[src/rtl/mc_ctrl_fsm.sv]
// -----------------------------------------------------------------------------
// mc_ctrl_fsm -- multicycle MIPS control sequencer
//
// Decodes the IR opcode and steps each instruction through
// FETCH -> DECODE -> (MEMADR/EXEC/BRANCH/JUMP/IMMEX) -> ... -> FETCH.
// It drives every datapath mux select and the register-file, memory, IR and PC
// enables. Outputs are Moore, decoded from the state register. The one
// exception is FETCH: ir_write and pc_write are qualified by mem_ready, so the
// IR and PC load only in the cycle the instruction word actually arrives.
//
// Optional feature (compile-time macro MC_CTRL_ILLEGAL_TRAP_EN):
//   defined   : an unknown opcode in DECODE enters TRAP. TRAP holds until reset,
//               keeps all enables low and sets the sticky illegal_op flag.
//   undefined : an unknown opcode is treated as a NOP (back to FETCH), and
//               illegal_op is tied low.
//
// Ports
//   clk            in   rising-edge clock
//   rst_n          in   asynchronous active-low reset
//   opcode[5:0]    in   IR[31:26]; only looked at in DECODE
//   mem_ready      in   memory completes the current read/write this cycle
//   pc_write       out  unconditional PC load
//   pc_write_cond  out  PC load when the ALU zero flag is set (BEQ)
//   iord           out  memory address mux: 0 = PC, 1 = ALUOut
//   mem_read       out  memory read request
//   mem_write      out  memory write request
//   ir_write       out  IR load
//   reg_dst        out  write-register mux: 0 = rt, 1 = rd
//   mem_to_reg     out  write-data mux: 0 = ALUOut, 1 = MDR
//   reg_write      out  register file write enable
//   alu_src_a      out  0 = PC, 1 = A
//   alu_src_b[1:0] out  00 = B, 01 = 4, 10 = sext imm, 11 = sext imm << 2
//   alu_op[1:0]    out  00 = add, 01 = sub, 10 = use funct field
//   pc_src[1:0]    out  00 = ALU result, 01 = ALUOut, 10 = jump target
//   state_o[3:0]   out  current state encoding (debug)
//   illegal_op     out  sticky illegal-opcode flag
// -----------------------------------------------------------------------------
module mc_ctrl_fsm #(
  parameter logic [5:0] OP_RTYPE = 6'h00,
  parameter logic [5:0] OP_LW    = 6'h23,
  parameter logic [5:0] OP_SW    = 6'h2B,
  parameter logic [5:0] OP_BEQ   = 6'h04,
  parameter logic [5:0] OP_J     = 6'h02,
  parameter logic [5:0] OP_ADDI  = 6'h08
) (
  input  logic       clk,
  input  logic       rst_n,
  input  logic [5:0] opcode,
  input  logic       mem_ready,
  output logic       pc_write,
  output logic       pc_write_cond,
  output logic       iord,
  output logic       mem_read,
  output logic       mem_write,
  output logic       ir_write,
  output logic       reg_dst,
  output logic       mem_to_reg,
  output logic       reg_write,
  output logic       alu_src_a,
  output logic [1:0] alu_src_b,
  output logic [1:0] alu_op,
  output logic [1:0] pc_src,
  output logic [3:0] state_o,
  output logic       illegal_op
);

  // Encodings are visible on state_o, so they are fixed explicitly.
  // Codes 14 and 15 are unused and recover to FETCH.
  typedef enum logic [3:0] {
    S_IDLE   = 4'd0,
    S_FETCH  = 4'd1,
    S_DECODE = 4'd2,
    S_MEMADR = 4'd3,
    S_MEMRD  = 4'd4,
    S_MEMWB  = 4'd5,
    S_MEMWR  = 4'd6,
    S_EXEC   = 4'd7,
    S_ALUWB  = 4'd8,
    S_BRANCH = 4'd9,
    S_JUMP   = 4'd10,
    S_IMMEX  = 4'd11,
    S_IMMWB  = 4'd12,
    S_TRAP   = 4'd13
  } state_e;

  state_e state_q, state_d;

  // Opcode is only sampled in DECODE; MEMADR needs to know load vs store one
  // cycle later, so that single decision is captured here.
  logic is_lw_q, is_lw_d;

  // ---------------------------------------------------------------------------
  // State register
  // ---------------------------------------------------------------------------
  // NOTE: sequential state uses non-blocking (<=) so every flop samples the
  // pre-edge value of its _d input regardless of statement order.
  always_ff @(posedge clk or negedge rst_n) begin
    if (!rst_n) begin
      state_q <= S_IDLE;
      is_lw_q <= 1'b0;
    end else begin
      state_q <= state_d;
      is_lw_q <= is_lw_d;
    end
  end

  // ---------------------------------------------------------------------------
  // Next-state logic
  // ---------------------------------------------------------------------------
  // NOTE: every variable assigned in an always_comb gets a default at the top;
  // a path that skips an assignment would otherwise infer a latch.
  always_comb begin
    state_d = state_q;
    is_lw_d = is_lw_q;

    case (state_q)
      S_IDLE:   state_d = S_FETCH;

      S_FETCH:  if (mem_ready) state_d = S_DECODE;

      S_DECODE: begin
        is_lw_d = (opcode == OP_LW);
        case (opcode)
          OP_LW,
          OP_SW:    state_d = S_MEMADR;
          OP_RTYPE: state_d = S_EXEC;
          OP_BEQ:   state_d = S_BRANCH;
          OP_J:     state_d = S_JUMP;
          OP_ADDI:  state_d = S_IMMEX;
`ifdef MC_CTRL_ILLEGAL_TRAP_EN
          default:  state_d = S_TRAP;
`else
          default:  state_d = S_FETCH;   // unknown opcode retires as a NOP
`endif
        endcase
      end

      S_MEMADR: state_d = is_lw_q ? S_MEMRD : S_MEMWR;

      S_MEMRD:  if (mem_ready) state_d = S_MEMWB;
      S_MEMWB:  state_d = S_FETCH;

      S_MEMWR:  if (mem_ready) state_d = S_FETCH;

      S_EXEC:   state_d = S_ALUWB;
      S_ALUWB:  state_d = S_FETCH;

      S_BRANCH: state_d = S_FETCH;
      S_JUMP:   state_d = S_FETCH;

      S_IMMEX:  state_d = S_IMMWB;
      S_IMMWB:  state_d = S_FETCH;

`ifdef MC_CTRL_ILLEGAL_TRAP_EN
      S_TRAP:   state_d = S_TRAP;        // only reset leaves TRAP
`else
      S_TRAP:   state_d = S_FETCH;       // unreachable without the trap feature
`endif

      default:  state_d = S_FETCH;       // codes 14/15
    endcase
  end

  // ---------------------------------------------------------------------------
  // Output decode
  // ---------------------------------------------------------------------------
  // Everything defaults to 0, so IDLE, TRAP and the unused codes drive no
  // enables. Since the state resets asynchronously, every enable drops in the
  // same cycle rst_n falls, even in the middle of an instruction.
  always_comb begin
    pc_write      = 1'b0;
    pc_write_cond = 1'b0;
    iord          = 1'b0;
    mem_read      = 1'b0;
    mem_write     = 1'b0;
    ir_write      = 1'b0;
    reg_dst       = 1'b0;
    mem_to_reg    = 1'b0;
    reg_write     = 1'b0;
    alu_src_a     = 1'b0;
    alu_src_b     = 2'b00;
    alu_op        = 2'b00;
    pc_src        = 2'b00;

    case (state_q)
      S_FETCH: begin
        // PC + 4 is computed every FETCH cycle. The IR and PC load only when
        // the instruction word arrives, so a wait cycle repeats the same
        // fetch harmlessly.
        mem_read  = 1'b1;
        alu_src_b = 2'b01;
        ir_write  = mem_ready;
        pc_write  = mem_ready;
      end

      S_DECODE: begin
        // Branch target PC + (imm << 2) is computed speculatively into ALUOut.
        alu_src_b = 2'b11;
      end

      S_MEMADR: begin
        alu_src_a = 1'b1;
        alu_src_b = 2'b10;
      end

      S_MEMRD: begin
        mem_read = 1'b1;
        iord     = 1'b1;
      end

      S_MEMWB: begin
        reg_write  = 1'b1;
        mem_to_reg = 1'b1;
      end

      S_MEMWR: begin
        // Held steady for the whole wait; the write completes on mem_ready.
        mem_write = 1'b1;
        iord      = 1'b1;
      end

      S_EXEC: begin
        alu_src_a = 1'b1;
        alu_op    = 2'b10;
      end

      S_ALUWB: begin
        reg_write = 1'b1;
        reg_dst   = 1'b1;
      end

      S_BRANCH: begin
        alu_src_a     = 1'b1;
        alu_op        = 2'b01;
        pc_write_cond = 1'b1;
        pc_src        = 2'b01;
      end

      S_JUMP: begin
        pc_write = 1'b1;
        pc_src   = 2'b10;
      end

      S_IMMEX: begin
        alu_src_a = 1'b1;
        alu_src_b = 2'b10;
      end

      S_IMMWB: begin
        reg_write = 1'b1;
      end

      default: ;  // IDLE, TRAP, unused codes: all outputs stay 0
    endcase
  end

  assign state_o = state_q;

  // ---------------------------------------------------------------------------
  // Sticky illegal-opcode flag
  // ---------------------------------------------------------------------------
`ifdef MC_CTRL_ILLEGAL_TRAP_EN
  logic illegal_q, illegal_d;

  // The flag is set on the DECODE -> TRAP transition, so it is already high
  // in the first TRAP cycle.
  always_comb begin
    illegal_d = illegal_q;
    if (state_q == S_DECODE && state_d == S_TRAP) illegal_d = 1'b1;
  end

  always_ff @(posedge clk or negedge rst_n) begin
    if (!rst_n) illegal_q <= 1'b0;
    else        illegal_q <= illegal_d;
  end

  assign illegal_op = illegal_q;
`else
  assign illegal_op = 1'b0;
`endif

endmodule

[config.mk]
export PLATFORM = sky130hd
export DESIGN_NAME = mc_ctrl_fsm
export DESIGN_NICKNAME = d
export VERILOG_FILES = /design/src/rtl/mc_ctrl_fsm.sv
export SDC_FILE = /design/constraint.sdc
export NUM_CORES = 1
export LEC_CHECK = 0
export ABC_AREA = 1
export CAP_MARGIN = 20
export CORE_UTILIZATION = 34
export DETAILED_ROUTE_END_ITERATION = 10
export PLACE_DENSITY = 0.74
export RECOVER_POWER = 25
export SLEW_MARGIN = 30
export SYNTH_ARGS = -nofsm -noshare
export SYNTH_HDL_FRONTEND = slang
export SYNTH_SLANG_ARGS = --single-unit
[constraint.sdc]
create_clock -name clk -period 1 [get_ports clk]
set_input_delay 0.1 -clock clk [delete_from_list [all_inputs] [get_ports clk]]
set_output_delay 0.1 -clock clk [all_outputs]
set_load 0.01 [all_outputs]
After elaboration in Yosys (flattened, before gate mapping)
Index checks and enable logic that the tools add are counted.
- bitwise operators: 0
- shift-type cells: 0
- multiply operators: 0
- multiplexer cells: 19
- reduce and logical (&&, ||, !) cells: 8
- $add $sub $neg: 0
- divide/modulo/power cells: 0
- equal/unequal tests: 20
- $lt $le $gt $ge: 0
- operators with widths (cell ; number):
    $pmux 4 s7 ; 1
    $eq 4x4->1 const B ; 5
    $pmux 4 s5 ; 1
    $eq 4x3->1 const B ; 4
    $eq 6x6->1 const B ; 2
    $mux 4 ; 3
    $mux 1 ; 9
    $eq 4x2->1 const B ; 2
    $pmux 2 s2 ; 2
    $reduce_or 2->1 ; 4
    $eq 6x2->1 const B ; 1
    $eq 6x3->1 const B ; 1
    $eq 6x4->1 const B ; 1
    $logic_not 6->1 ; 1
    $ne 2x2->1 const B ; 3
    $pmux 2 s3 ; 1
    $eq 4x1->1 const B ; 1
    $reduce_or 4->1 ; 1
    $reduce_and 3->1 ; 1
    $reduce_or 3->1 ; 1
    $mux 2 ; 1
    $pmux 1 s2 ; 1
- bits in read-only memories: 0
- input port bits: 9
- RAM bits: 0
- latch bits: 0
- logic and storage cells: 49
- memories: 0
- register bits: 5
- output and inout port bits: 21

Depth between registers and ports, before layout
- depth after elaboration: 4
- mapped depth: 8

Least setup slack after synthesis
OpenSTA, ideal clock, no wires.
- path type: register to output
- start point: register state_q[0] (netlist: state_o[0])
- end point: output port alu_op[0]
- buffers on the path: 1
- cell stages (with the launch flop): 6
- arrival: 1.131 ns
- data required time: 0.900 ns
- path slack: -0.231 ns
- cells stage by stage: dfrtp_1 inv_1 nor2_2 inv_2 nor2_1 buf_4
- word-level cells in the longest chain between the ends: 2
- elaborated cells between the ends (all ways): 3
- classes of those cells: eq/ne: 2; mux: 1
- ends and longest elaborated chain (item ; RTL line ; RTL):
    from (decl) ; 86 ; state_e state_q, state_d;
    from (signal assigned) ; 102 ; state_q <= state_d;
    $eq 4x4->1 / $eq 4x3->1 (equally long branches) ; 185 ; case (state_q)
    $pmux 2 s2 (*) ; 185 ;
    to (decl) ; 61 ; output logic [1:0] alu_op,
Every way passes the cells marked *; elsewhere a longest branch is shown, timed or not.

Worst setup path after layout
- start point: register state_q[0] (netlist: state_o[0])
- end point: output port alu_src_b[0]
- word-level cells in the longest chain between the ends: 3
- elaborated cells between the ends (all ways): 6
- classes of those cells: eq/ne: 4; mux: 1; reduce/logical: 1
- ends and longest elaborated chain (item ; RTL line ; RTL):
    $eq 4x4->1 / $eq 4x2->1 (equally long branches) ; 185 ;
    $reduce_or 2->1 (no line) ; - ;
    $pmux 2 s3 (*) ; 185 ;
    to (decl) ; 60 ; output logic [1:0] alu_src_b,
Marked as above.

==> flow_summary.json <==
{
  "arrival_ns": 1.41,
  "dpl.hpwl_um": 1302,
  "cp-end-kind": "output port",
  "rsz0062_at_grt": "yes",
  "timing.fmax_mhz": 662.4,
  "dr.first_iter.drc_count": 23,
  "htreeDepth": 1,
  "violations": "setup timing",
  "maxSlewViolCount": 0,
  "cts_tree": "done",
  "synthesis.nets": 101,
  "start_util": 0.3679,
  "final_area_um2": 1314,
  "setup_slack_ns": -0.5096,
  "ys_seq_area_frac": 0.2257,
  "crit_fanout": 5,
  "fin_nets": 166,
  "finalPower_uw": 3541,
  "avgViaCountPerCell": 5.105,
  "core_um2": 1506,
  "yosysTopAreaCell": "dfrtp_1",
  "cts.hold.buffers_added": 0,
  "port_buffers": 28,
  "synth_edf_count": 0,
  "clk_path_buf_depth": 2,
  "slowest_stage": "dfrtp_2",
  "area_growth_pct": 137.0,
  "pin_count": 30,
  "maxCapViolations": 0,
  "syn_area_um2": 554.3,
  "drc": 0,
  "synth_top_area_frac": 0.2257,
  "powerDensity_nw_per_um2": 2696,
  "synth_top_cells_by_count": "nand2_1, nor2_1, inv_1, nand3_1",
  "netlist_instances": 92,
  "drtAntennaViolNets": 0,
  "synth_area_leaders": "dfrtp_1, nand2_1, nor2_1, inv_1, nor2_4",
  "grt_max_degree": 7,
  "period_needed_ns": 1.510,
  "cts_buffers": 3,
  "synth.avg_cell_area_um2": 6.025,
  "rows": 14,
  "dr_total_vias": 878,
  "die_area_um2": 1796,
  "clkTransAtPathRegs_ns": 0.06,
  "critical_path_required_ns": 0.90,
  "setup_tns_ns": -8.739,
  "cts_root_buf": "clkbuf_4",
  "ys.flop_type": "dfrtp_1",
  "postPlaceCellArea_um2": 1008,
  "hold_viol_final": 0,
  "antenna_found_initial": 0,
  "fin_cells": 172,
  "n_antenna_cell": 0,
  "grt_pass1_wl_um": 3574,
  "path_cells": "inv_4 > buf_12 > nand2_8 > nor2_4 > inv_2 > nand2_1 > buf_2",
  "fillers": 68,
  "cp.buffers_inverters": 4,
  "die_y_um": 42.38,
  "setup_viol": 23,
  "drt-pass1-iter-count": 4,
  "cpLargestDelayFamily": "flip-flops",
  "synth_seq_cells": 5,
  "place_ws_ns": -0.5455,
  "routed_wl_um": 2907,
  "ys_async_sr_fraction": 1.000,
  "post-route-period-util": 1.510,
  "yosysUniqueCellTypes": 17,
  "min_path_type": "in2async",
  "clk_latency_ns": 0.26,
  "post-synth-top-count-cell": "nand2_1",
  "cp_slowest_stage_delay_ns": 0.47,
  "status": "finished, violations left",
  "critPathKind": "reg2out",
  "cts.sinks": 5,
  "routabilityCongestion": 0.8356,
  "grtUsageTotal": 0.2627,
  "wl_per_cell_um": 16.90,
  "dp.cells": 154,
  "gr-total-overflow": 0,
  "leakage_uw": 0.0006563,
  "yosys_warnings": 0,
  "ir_drop_mv": 2.369,
  "drive_gt1_frac": 0.6538,
  "die_w_um": 42.38,
  "finClkSkew_ns": 0.006657,
  "start_kind": "flip-flop",
  "first_global_vias": 826
}
-- worst reg2reg max path, delay by kind of cell, from the launching register on --
family                 cells  cell delay (ns)
AOI/OAI and AO/OA          2             0.18
buffers and inverters      3             0.35
DFF                        1             0.47
and+or+nand+nor            4             0.32
-- final cells by class --
type	count	area, µm²	share of cell area
tap	16	20.02	0.01524
timing repair buffer	63	575.6	0.4381
sequential	5	130.1	0.09905
clock buffer	4	26.28	0.02000
inverter	16	72.57	0.05524
multi-input combinational	68	489.2	0.3724
-- layer usage --
metal  up-vias  GRT usage  share of wire
met5         -          0              0
met4         0    0.08750          0.061
met3        18    0.04741          0.054
met2        54     0.5262           0.49
met1       398     0.2633           0.40
li1        408          -              -
-- cells by family after synthesis --
| logic type | Yosys count | synth area share |
|---|---|---|
| AOI/OAI and AO/OA | 10 | 0.1287 |
| buffers and inverters | 19 | 0.1490 |
| DFF | 5 | 0.2257 |
| other | 1 | 0.006766 |
| and+or+nand+nor | 57 | 0.4898 |
-- power breakdown --
part           switching [µW]  internal [µW]  leakage (µW)
sequential                148            282     0.0000599
combinational            1480           1360      0.000581
clock                     118            153     0.0000150
total                    1750           1790      0.000656
-- metrics by stage --
| stage | hold slack [ns] | util |
|---|---|---|
| final | 0.1413 | 0.8721 |
| after global routing | 0.1582 | 0.8721 |
| after CTS | 0.07156 | 0.7890 |
| after detailed placement | 0.3334 | 0.6694 |
| after global placement | 0.3276 | 0.6694 |
| after floorplan | -0.1956 | - |
-- final timing paths --
| path | start | to | slack (ns) | depth (start not counted) |
|---|---|---|---|---|
| worst max-delay path | state_o[0] | alu_src_b[0] | -0.51 | 7 |
| worst min-delay path | rst_n | state_o[3] | 0.14 | 1 |
| max in group asynchronous | rst_n | state_o[1] | 0.62 | 1 |
| worst min register to register | is_lw_q | is_lw_q | 0.54 | 2 |
| min in group clk | opcode[5] | is_lw_q | 0.52 | 5 |
| worst max register to register | state_o[0] | state_o[2] | -0.39 | 9 |
-- sequential cells by signal, summed over array words and instances (netlist names) --
register / flops
state_o: 4
is_lw_q: 1
-- layout by cell type (no fill, tap or decap) --
master,count
nand2_2,4
clkbuf_1,1
nand3_2,1
o21ai_2,2
nand2_4,1
o21ai_0,3
dfrtp_1,1
clkbuf_4,3
clkbuf_2,1
clkdlybuf4s50_1,7
o21ai_1,1
conb_1,1
nor2_2,6
buf_6,23
a21oi_2,1
dfrtp_2,4
inv_4,5
inv_2,4
nand2_1,17
dlygate4sd3_1,1
nand2_8,3
nor2_1,8
o22ai_2,2
buf_2,11
o21ai_4,1
nor2_4,10
dlygate4sd2_1,1
nand3_4,1
nand3_1,4
buf_12,2
buf_4,17
inv_1,7
nor3_1,2
-- timing repair --
| action | 4_1_cts | 5_1_grt |
|---|---|---|
| setup buffers | 10 | 7 |
| hold endpoints to repair | 0 | 0 |
| pin swaps | 11 | 7 |
| endpoints found under the setup margin | 25 | 24 |
| gates resized for setup | 119 | 18 |
No activity file was read; power rests on OpenSTA's default activity.
==> RTL change (config.mk and constraints unchanged) <==
Add a define of `MC_CTRL_ILLEGAL_TRAP_EN`.
--- a/src/rtl/mc_ctrl_fsm.sv
+++ b/src/rtl/mc_ctrl_fsm.sv
@@ -37,2 +37,4 @@
 // -----------------------------------------------------------------------------
+`define MC_CTRL_ILLEGAL_TRAP_EN
+
 module mc_ctrl_fsm #(
Behaviour: not the same (a bounded check fails within 4 cycles, from zero or initial values and one cycle with rst_n low).
==> RTL change against the original RTL <==
The flow still finishes with violations (setup timing). Total power increased by 13%. Synthesized area increased by 4.3%. Design area decreased by 0.29%. Sequential power increased by 20%. Worst setup slack got worse by 54 ps. Sequential cell count increased by 1. Routed wire length decreased by 4.1%. Hold slack improved by 23 ps. Final cell count increased by 4.7%. Largest cell class unchanged.
==> RTL change: results (changes against the original RTL) <==
Worst path max stage delay - 450 ps (was 470 ps)
P_leak - 0.691 nW (was 0.656 nW)
CP endpoint - alu_src_b[1] (was alu_src_b[0])
Failing checks - setup timing (unchanged)
Global placement routability congestion - 0.865 (was 0.836)
Clk_skew - 16.6 ps (was 6.66 ps)
Number of global-route vias before repair - 874 (was 826)
R2R Path End - state_o[0] (was state_o[2])
Yosys cell types - 14 (was 17)
Worst reg2reg setup slack - -490 ps (was -390 ps)
Register area share after synthesis - 26.0% (was 22.6%)
R2R depth - 10 (was 9)
Final setup fails - 26 (was 23)
Setup ws final - -563 ps (was -510 ps)
Status - finished with violations (unchanged)
Maximum VDD drop - 1.87 mV (was 2.37 mV)
Top cells by count, synth - 23 x nand2_1, 22 x nor2_1, 15 x inv_1, 10 x nand3_1, 7 x o21ai_0 (was 20 x nand2_1, 16 x nor2_1, 14 x inv_1, 6 x nand3_1)
Crit path DAT - 1460 ps (was 1410 ps)
First-pass GRT wire length - 3390 um (was 3570 um)
Most area-consuming cells after synthesis - dfrtp_1 26%, nand2_1 15%, nor2_1 14% (was dfrtp_1 23%, nand2_1 14%, nor2_1 11%)
Total GRT Usage - 23.5% (was 26.3%)
Post-layout nets - 174 (was 166)
Post-detail-place hpwl - 1420 um (was 1300 um)
Syn_nets - 110 (was 101)
# fillers - 75 (was 68)
Cell Int Power - 2.08 mW (was 1.79 mW)
Pre-CTS setup slack - -610 ps (was -546 ps)
RTL change: changes by cell type in the layout (fill, tap and decap cells not counted), moves of 2 or more:
cell,change
nand2_8,-2
buf_6,+3
inv_2,+6
nand3_1,+2
o22ai_2,-2
inv_4,-4
nand3_2,+4
buf_12,-2
nor2_1,+6
o21ai_1,+3
nand2_4,+2
buf_2,-2
RTL change: worst min-delay path by stage:
stage / slack (ps) / startpoint / endpoint / depth (start not counted)
after global placement: 350 / rst_n / illegal_op / 1
after CTS: 80 / rst_n / state_o[2] / 1
after global routing: 180 / rst_n / state_o[2] / 1
final: 160 / rst_n / state_o[2] / 1
after floorplan: -200 / rst_n / illegal_op / 0
after detailed placement: 350 / rst_n / is_lw_q / 1
RTL change: area by class of cell:
class | count | area [um2] | share of cell area (%)
Tap cell | 16 | 20.0 | 1.53
Sequential cell | 6 | 155 | 11.8
Multi-Input combinational cell | 73 | 470 | 35.9
Timing Repair Buffer | 61 | 556 | 42.4
Clock buffer | 4 | 26.3 | 2.01
Inverter | 20 | 82.6 | 6.30
RTL change: metal layers:
metal / GRT usage [%] / vias to the layer above / wire length, um
met2: 47.5 / 56 / 1540
li1: - / 435 / -
met4: 7.88 / 0 / 129
met1: 23.0 / 458 / 994
met3: 4.26 / 14 / 119
met5: 0 / - / 0
RTL change: power by group through the flow:
| stage | sequential (mW) | combinational (mW) | clock, mW |
|---|---|---|---|
| floorplan | 0.515 | 0.993 | 0 |
| global placement | 0.478 | 2.07 | 0 |
| detailed placement | 0.487 | 2.10 | 0 |
| CTS | 0.487 | 2.64 | 0.253 |
| global route | 0.520 | 3.42 | 0.273 |
| finish | 0.517 | 3.23 | 0.258 |
RTL change: cell families (layout without fill, tap and decap cells):
| group | Yosys count | in the layout | synth area share [%] |
|---|---|---|---|
| and+or+nand+nor | 65 | 65 | 51.5 |
| buffers and inverters | 22 | 85 | 15.6 |
| DFF | 6 | 6 | 26.0 |
| AOI/OAI and AO/OA | 8 | 8 | 6.92 |
RTL change: what timing repair did:
action                     in CTS  in global routing
buffers inserted               11                  4
gates resized for setup       127                 21
pin swaps                       9                  8
setup endpoints to repair      27                 26
RTL change: per-stage QoR:
step | setup TNS [ps] | instances | power [mW] | cell area, um2 | hold WS (ps)
3_5_place_dp | -10300 | 161 | 2.59 | 1020 | 353
6_report | -9560 | 180 | 4.01 | 1310 | 164
2_1_floorplan | -1070 | 101 | 1.51 | 606 | -196
5_1_grt | -10630 | 180 | 4.21 | 1310 | 180
4_1_cts | -8150 | 176 | 3.39 | 1190 | 84.9
3_3_place_gp | -10020 | 161 | 2.55 | 1020 | 350
